--- src/rtl/simple_dma_controller_pkg.sv ---
// rtl/simple_dma_controller_pkg.sv - shared state encoding and constants for the DMA responder
package simple_dma_controller_pkg;

  typedef enum logic [2:0] {
    IDLE     = 3'd0,
    WAIT_DEV = 3'd1,
    MEM_REQ  = 3'd2,
    RD_DATA  = 3'd3,
    ACK      = 3'd4,
    GAP      = 3'd5,
    DONE     = 3'd6
  } dma_state_t;

  // Byte address step between consecutive 16-bit words.
  localparam logic [15:0] ADDR_INC = 16'd2;

  localparam logic DIR_RD = 1'b1;
  localparam logic DIR_WR = 1'b0;

endpackage

--- src/rtl/simple_dma_controller.sv ---
// rtl/simple_dma_controller.sv - memory-side responder moving words between memory and a DMA device
module simple_dma_controller
  import simple_dma_controller_pkg::*;
#(
  parameter logic MEM_PRIORITY = 1'b0
) (
  input  logic        clk,
  input  logic        reset,
  input  logic        dma_rqst,
  input  logic        dma_rd_wr,
  input  logic [15:0] dma_start_address,
  input  logic [15:0] dma_num_words,
  input  logic        dev_ack,
  input  logic [15:0] dev_out,
  output logic        dma_ack,
  output logic        dma_end_flag,
  output logic [15:0] dev_in,
  output logic        dma_error,
  output logic [14:0] mem_addr,
  output logic [15:0] mem_din,
  output logic        mem_en,
  output logic [1:0]  mem_we,
  output logic        mem_priority,
  input  logic [15:0] mem_dout,
  input  logic        mem_ready,
  input  logic        mem_resp
);

  dma_state_t  state;
  dma_state_t  state_nxt;
  logic [15:0] addr;
  logic [15:0] count;
  logic        dir;
  logic        dev_rdy;
  logic        mem_write;

  // A device ack seen this cycle counts immediately, so a level ack does not
  // cost an extra WAIT_DEV cycle per word.
  logic        dev_ready_now;
  assign dev_ready_now = dev_rdy | dev_ack;

  assign mem_write    = (state == MEM_REQ) && (dir == DIR_WR);
  assign mem_en       = (state == MEM_REQ);
  assign mem_we       = mem_write ? 2'b11 : 2'b00;
  assign mem_din      = mem_write ? dev_out : 16'h0000;
  assign mem_addr     = addr[15:1];
  assign mem_priority = MEM_PRIORITY;
  assign dma_ack      = (state == ACK);
  assign dma_end_flag = (state == DONE);

  // Next-state selection; a dropped request only aborts once no memory access is in flight.
  always_comb begin
    state_nxt = state;
    case (state)
      IDLE: begin
        if (dma_rqst) begin
          state_nxt = (dma_num_words == 16'd0) ? DONE : WAIT_DEV;
        end
      end
      WAIT_DEV: begin
        if (!dma_rqst) begin
          state_nxt = IDLE;
        end else if (dev_ready_now) begin
          state_nxt = MEM_REQ;
        end
      end
      MEM_REQ: begin
        if (mem_ready) begin
          if (dir == DIR_RD) begin
            state_nxt = RD_DATA;
          end else if (!dma_rqst) begin
            state_nxt = IDLE;
          end else if (mem_resp) begin
            state_nxt = DONE;
          end else begin
            state_nxt = ACK;
          end
        end
      end
      RD_DATA: begin
        if (!dma_rqst) begin
          state_nxt = IDLE;
        end else if (mem_resp) begin
          state_nxt = DONE;
        end else begin
          state_nxt = ACK;
        end
      end
      ACK: begin
        state_nxt = GAP;
      end
      GAP: begin
        if (!dma_rqst) begin
          state_nxt = IDLE;
        end else if (count == 16'd0) begin
          state_nxt = DONE;
        end else begin
          state_nxt = WAIT_DEV;
        end
      end
      DONE: begin
        if (!dma_rqst) begin
          state_nxt = IDLE;
        end
      end
      default: begin
        state_nxt = IDLE;
      end
    endcase
  end

  // State, transfer bookkeeping, read data capture and sticky flags.
  always_ff @(posedge clk or posedge reset) begin
    if (reset) begin
      state     <= IDLE;
      addr      <= 16'h0000;
      count     <= 16'h0000;
      dir       <= DIR_WR;
      dev_rdy   <= 1'b0;
      dev_in    <= 16'h0000;
      dma_error <= 1'b0;
    end else begin
      state <= state_nxt;

      if (state == ACK) begin
        dev_rdy <= 1'b0;
      end else if (dev_ack && (state != GAP)) begin
        dev_rdy <= 1'b1;
      end

      case (state)
        IDLE: begin
          if (dma_rqst) begin
            addr      <= {dma_start_address[15:1], 1'b0};
            count     <= dma_num_words;
            dir       <= dma_rd_wr;
            dma_error <= 1'b0;
          end
        end
        MEM_REQ: begin
          if (mem_ready && (dir == DIR_WR) && mem_resp) begin
            dma_error <= 1'b1;
          end
        end
        RD_DATA: begin
          if (mem_resp) begin
            dma_error <= 1'b1;
          end else begin
            dev_in <= mem_dout;
          end
        end
        ACK: begin
          addr  <= addr + ADDR_INC;
          count <= count - 16'd1;
        end
        default: begin
        end
      endcase
    end
  end

endmodule

--- config.mk ---
export PLATFORM = sky130hd
export DESIGN_NAME = simple_dma_controller
export DESIGN_NICKNAME = d
export VERILOG_FILES = /design/src/rtl/simple_dma_controller_pkg.sv /design/src/rtl/simple_dma_controller.sv
export SDC_FILE = /design/constraint.sdc
export NUM_CORES = 1
export LEC_CHECK = 0
export BUFFER_PORTS_ARGS = -buffer_cell sky130_fd_sc_hd__buf_2
export CAP_MARGIN = 20
export CORE_MARGIN = 4
export CORE_UTILIZATION = 45
export CTS_BUF_LIST = sky130_fd_sc_hd__clkbuf_4 sky130_fd_sc_hd__clkbuf_8
export CTS_CLUSTER_SIZE = 8
export DETAILED_ROUTE_END_ITERATION = 7
export PLACE_DENSITY = 0.79
export REMOVE_ABC_BUFFERS = 1
export SETUP_SLACK_MARGIN = 0.4
export SYNTH_ARGS = -nofsm -noshare
export SYNTH_HDL_FRONTEND = slang
export SYNTH_SLANG_ARGS = --single-unit
--- constraint.sdc ---
create_clock -name clk -period 1.99 [get_ports clk]
set_input_delay 0.199 -clock clk [delete_from_list [all_inputs] [get_ports clk]]
set_output_delay 0.199 -clock clk [all_outputs]
set_load 0.05 [all_outputs]
* After elaboration in Yosys (flattened, before gate mapping) *
Index checks and enable logic that the tools add are counted.

word-level totals
  flip-flop bits (word level) = 54
  word-level logic and storage cells = 64
  output and inout port bits = 54

cells by class
  muxes and demuxes = 24
  bitwise operators = 3
  equality and inequality tests = 13
  add/sub/neg operators = 2
  reduce and logical (&&, ||, !) cells = 15

operators by type and width
  cell                   count
  $pmux 16 s2            2
  $mux 16                3
  $logic_not 16->1       2
  $mux 3                 10
  $pmux 3 s7             1
  $add 16x2->16 const B  1
  $sub 16x1->16 const B  1
  $eq 3x3->1 const B     3
  $reduce_and 4->1       2
  $eq 3x2->1 const B     2
  $ne 2x2->1 const B     3
  $ne 3x3->1 const B     2
  $reduce_and 2->1       3
  $mux 1                 5
  $logic_and 1x1->1      4
  $mux 2                 2
  $ne 2x1->1 const B     2
  $reduce_bool 2->1      2
  $eq 3x1->1 const B     1
  $logic_not 3->1        1
  $pmux 1 s3             1
  $reduce_bool 3->1      1
  $not 1->1              2
  $or 1x1->1             1

* Depth between registers and ports, before layout *
  depth after elaboration = 5
  gate-level depth with buffers = 7
  mapped depth without buffers = 6

* Least setup slack after synthesis *
Ideal clock, no wire load.

  kind = reg2reg
  from = reg count[5]
  to = reg count[15]
  path buffers = 1
  arrival time = 1.867 ns
  period minus slack after synthesis = 1.995 ns
  data required time = 1.862 ns
  setup slack = -0.005 ns
  stages on the path, launching flop included = 6
  path through = dfrtp_1 > or4_1 > buf_2 > or4_4 > o32ai_2 > nor3_1

on the way
  word-level cells in the longest chain between the ends = 2

RTL lines
  what                      line                          source
  start: declaration        simple_dma_controller.sv:32   logic [15:0] count;
  start signal: assignment  simple_dma_controller.sv:135  count <= dma_num_words;
  start signal: assignment  simple_dma_controller.sv:154  count <= count - 16'd1;
  $sub 16x1->16             simple_dma_controller.sv:154
  $pmux 16 s2               simple_dma_controller.sv:131  case (state)

Every way passes these cells.
A chain may end at the register's enable or synchronous reset.

* Worst setup path in the final report *
  from = reg state[2]
  to = out mem_din[12]

on the way
  word-level cells in the longest chain between the ends = 3

RTL lines
  what                      line                          source
  start: declaration        simple_dma_controller.sv:29   dma_state_t state;
  start signal: assignment  simple_dma_controller.sv:123  state <= state_nxt;
  $eq 3x2->1                simple_dma_controller.sv:42   assign mem_write = (state == MEM_REQ) && (dir == DIR_WR);
  $logic_and 1x1->1         simple_dma_controller.sv:42
  $mux 16                   simple_dma_controller.sv:45   assign mem_din = mem_write ? dev_out : 16'h0000;
  end: declaration          simple_dma_controller.sv:20   output logic [15:0] mem_din,

Every way passes these cells.

==> impl_metrics.ini <==
[status]
status = finished, violations left
violations = negative setup slack

[sta]
drv_slew = 0
fin_worst_skew_ns = 0.01327
fin_crit_sh = 1.016
max_freq_ghz = 0.4948
holdWs_ns = 0.04318
hold_viol_final = 0
setup_ws_ns = -0.03086
fin_crit_ns = 2.021
tns_ns = -0.1518
worstMarginPinSlew_ns = 0.6764
rsz0062_at_grt = yes
finalSetupViolations = 12
slew_headroom = 0.5490

[cts]
numCtsBuffers = 5
cts_tree = done
cts_hold_buf = 0
cts_max_level = 2
cts_max_path_buffers = 2
clk_pin_slew_worst_paths_ns = 0.12
clock_latency_ns = 0.32
cts-root-buf = clkbuf_8
clkSinkCount = 53

[setup_path]
crit_path_start = state[2]
r2r_end = count[14]
r2r_cells = 8
cp_num_buf_inv = 3
critPathTopFamily = simple AND/OR/NAND/NOR gates
worst-r2r-setup-slack_ns = 0
cp.arrival_ns = 1.82
critical_path.most_common_cell = buf_6
cp-end-kind = output port
required_ns = 1.79
critical_path_class = reg2out
slowest_delay_ns = 0.42
r2r_start = count[0]
cp_cell_sequence = buf_6 -> nand2b_4 -> nor3_4 -> buf_6 -> and2_4 -> buf_8
cp_max_fo = 5
critPathSlowestCell = dfrtp_1
crit_path_start_kind = flop

[floorplan]
initial_core_util = 0.4640
die_area_um2 = 7907
core_um2 = 6350
die_h_um = 88.92
pin_count = 125
die_x_um = 88.92
rows = 29

[grt]
overflow = 0
grt_first_pass_wirelength_um = 15990
grt_pass1_vias = 3220
antenna_found_initial = 0
grt_max_degree = 54
track_usage = 0.2635

[drt]
viasPerCell = 6.391
wl_met2_um = 7153
routedWlPerCell_um = 24.38
drc_errors = 0
met1_length_um = 4833
ant_nets = 0
drtIter0Drc = 265
firstDrtPassIters = 5
vias = 3707
routed_wl_um = 14140
top_layer = met4
wl_met3_um = 1435

[synth]
netlist_area_um2 = 2947
synth_edf_count = 0
synth_top_cells_by_area = dfrtp_1 45%, mux2_2 6.1%, and2_1 3.8%
async_flop_share = 1.000
syn_avg_cell_area_um2 = 9.475
synthCells = 311
synth_warnings = 0
seq_area_frac_synth = 0.4501
synth_top_area_frac = 0.4501
synth_largest_area_cell = dfrtp_1
synth_cell_types = 53
synth_seq_cells = 53
synth_flop_cell = dfrtp_1

[layout]
drive_above_1_share = 0.6581
design_area_um2 = 5400
mostFrequentLayoutCell = buf_2
postLayoutCoreUtil = 0.8504
layout_common_cells = 102 x buf_2, 52 x dfrtp_1, 35 x buf_4
layout.nets = 575
area_delta_synth_final_pct = 83.27
num_antenna_cells = 0

[place]
gp_congestion = 0.8289
place_area_um2 = 3804
pre_cts_slack_ns = -0.02197
io_buffer_count = 122
post-dp-hpwl_um = 6314

[run]
drv_cap = 0

[min_path]
hold_class = in2async

[power_and_ir_drop]
leakagePower_nw = 2.496
max-vdd-ir-drop_mv = 1.391
power.density_nw_per_um2 = 1621
==> what timing repair did <==
action                     CTS  global route
setup endpoints to repair   72            73
cloned                       5             5
hold endpoints to repair     0             0
resized for setup          122           150
setup buffers               11            33
pin swaps                   31            43
==> layer usage <==
metal  track usage  up-vias
met5             0        -
met4       0.09478        0
met3       0.05899       71
met2        0.4663      292
met1        0.3132     1778
li1              -     1566
==> final cells by class <==
type,count,area [um^2]
multi-input cells,228,2082
clock buffers,5,68.82
flip-flops and latches,53,1328
clock inverters,3,28.78
inverters,10,50.05
fillers,294,949.7
repair buffers,204,1747
well taps,77,96.34
==> sequential cells by signal (all words and copies together) (netlist names) <==
name	flops
state	3
addr	15
dev_in	16
count	16
dma_error	1
dir	1
dev_rdy	1
==> logic make-up after synthesis <==
group / count (synthesis) / share of synthesized area
compound gates: 74 / 0.1890
fa+ha+maj: 2 / 0.008491
buf+inv: 30 / 0.04374
flops: 53 / 0.4501
mux: 17 / 0.06454
other cells: 1 / 0.001273
simple gates: 134 / 0.2429
==> power breakdown <==
| part | leakage [nW] | switching (W) | total [W] | internal, W |
|---|---|---|---|---|
| Sequential | 0.627 | 0.000579 | 0.00217 | 0.00159 |
| Combinational | 1.82 | 0.00346 | 0.00590 | 0.00244 |
| Clock | 0.0506 | 0.000420 | 0.000684 | 0.000265 |
==> metrics by stage <==
| step | instances | power [W] |
|---|---|---|
| global placement | 518 | 0.005625 |
| detailed placement | 518 | 0.005736 |
| floorplan | 291 | 0.004579 |
| CTS | 542 | 0.007116 |
| global route | 580 | 0.009075 |
| finish | 580 | 0.008752 |
==> synth_stat cells, types with 3 or more instances <==
| cell | count |
|---|---|
| a211oi_1 | 11 |
| a21oi_1 | 11 |
| a221o_1 | 3 |
| a22oi_1 | 4 |
| a311oi_1 | 7 |
| and2_1 | 18 |
| and3_1 | 4 |
| buf_2 | 4 |
| buf_4 | 3 |
| clkbuf_1 | 13 |
| dfrtp_1 | 53 |
| inv_1 | 10 |
| mux2_2 | 16 |
| nand2_1 | 23 |
| nand3_1 | 10 |
| nand4_1 | 3 |
| nor2_1 | 30 |
| nor3_1 | 11 |
| nor4_1 | 11 |
| o211ai_1 | 6 |
| o21ai_0 | 9 |
| o311ai_0 | 5 |
| or3_1 | 5 |
| or4_1 | 5 |
==> worst reg2reg max path, delay by kind of cell, from the launching register on <==
kind            cells  cell delay, ns
compound gates      2            0.36
flops               1            0.42
buf+inv             3            0.36
fa+ha+maj           1            0.14
simple gates        2            0.67
==> how the worst max path moves through the flow <==
stage | depth (start not counted) | slack (ns) | to
2_1_floorplan | 3 | -2.14 | mem_din[0]
3_3_place_gp | 8 | 0.03 | count[10]
3_5_place_dp | 6 | -0.02 | count[12]
4_1_cts | 6 | 0.06 | mem_din[14]
5_1_grt | 6 | -0.09 | mem_din[12]
6_report | 6 | -0.03 | mem_din[12]
Power figures use the tool's default switching activity.
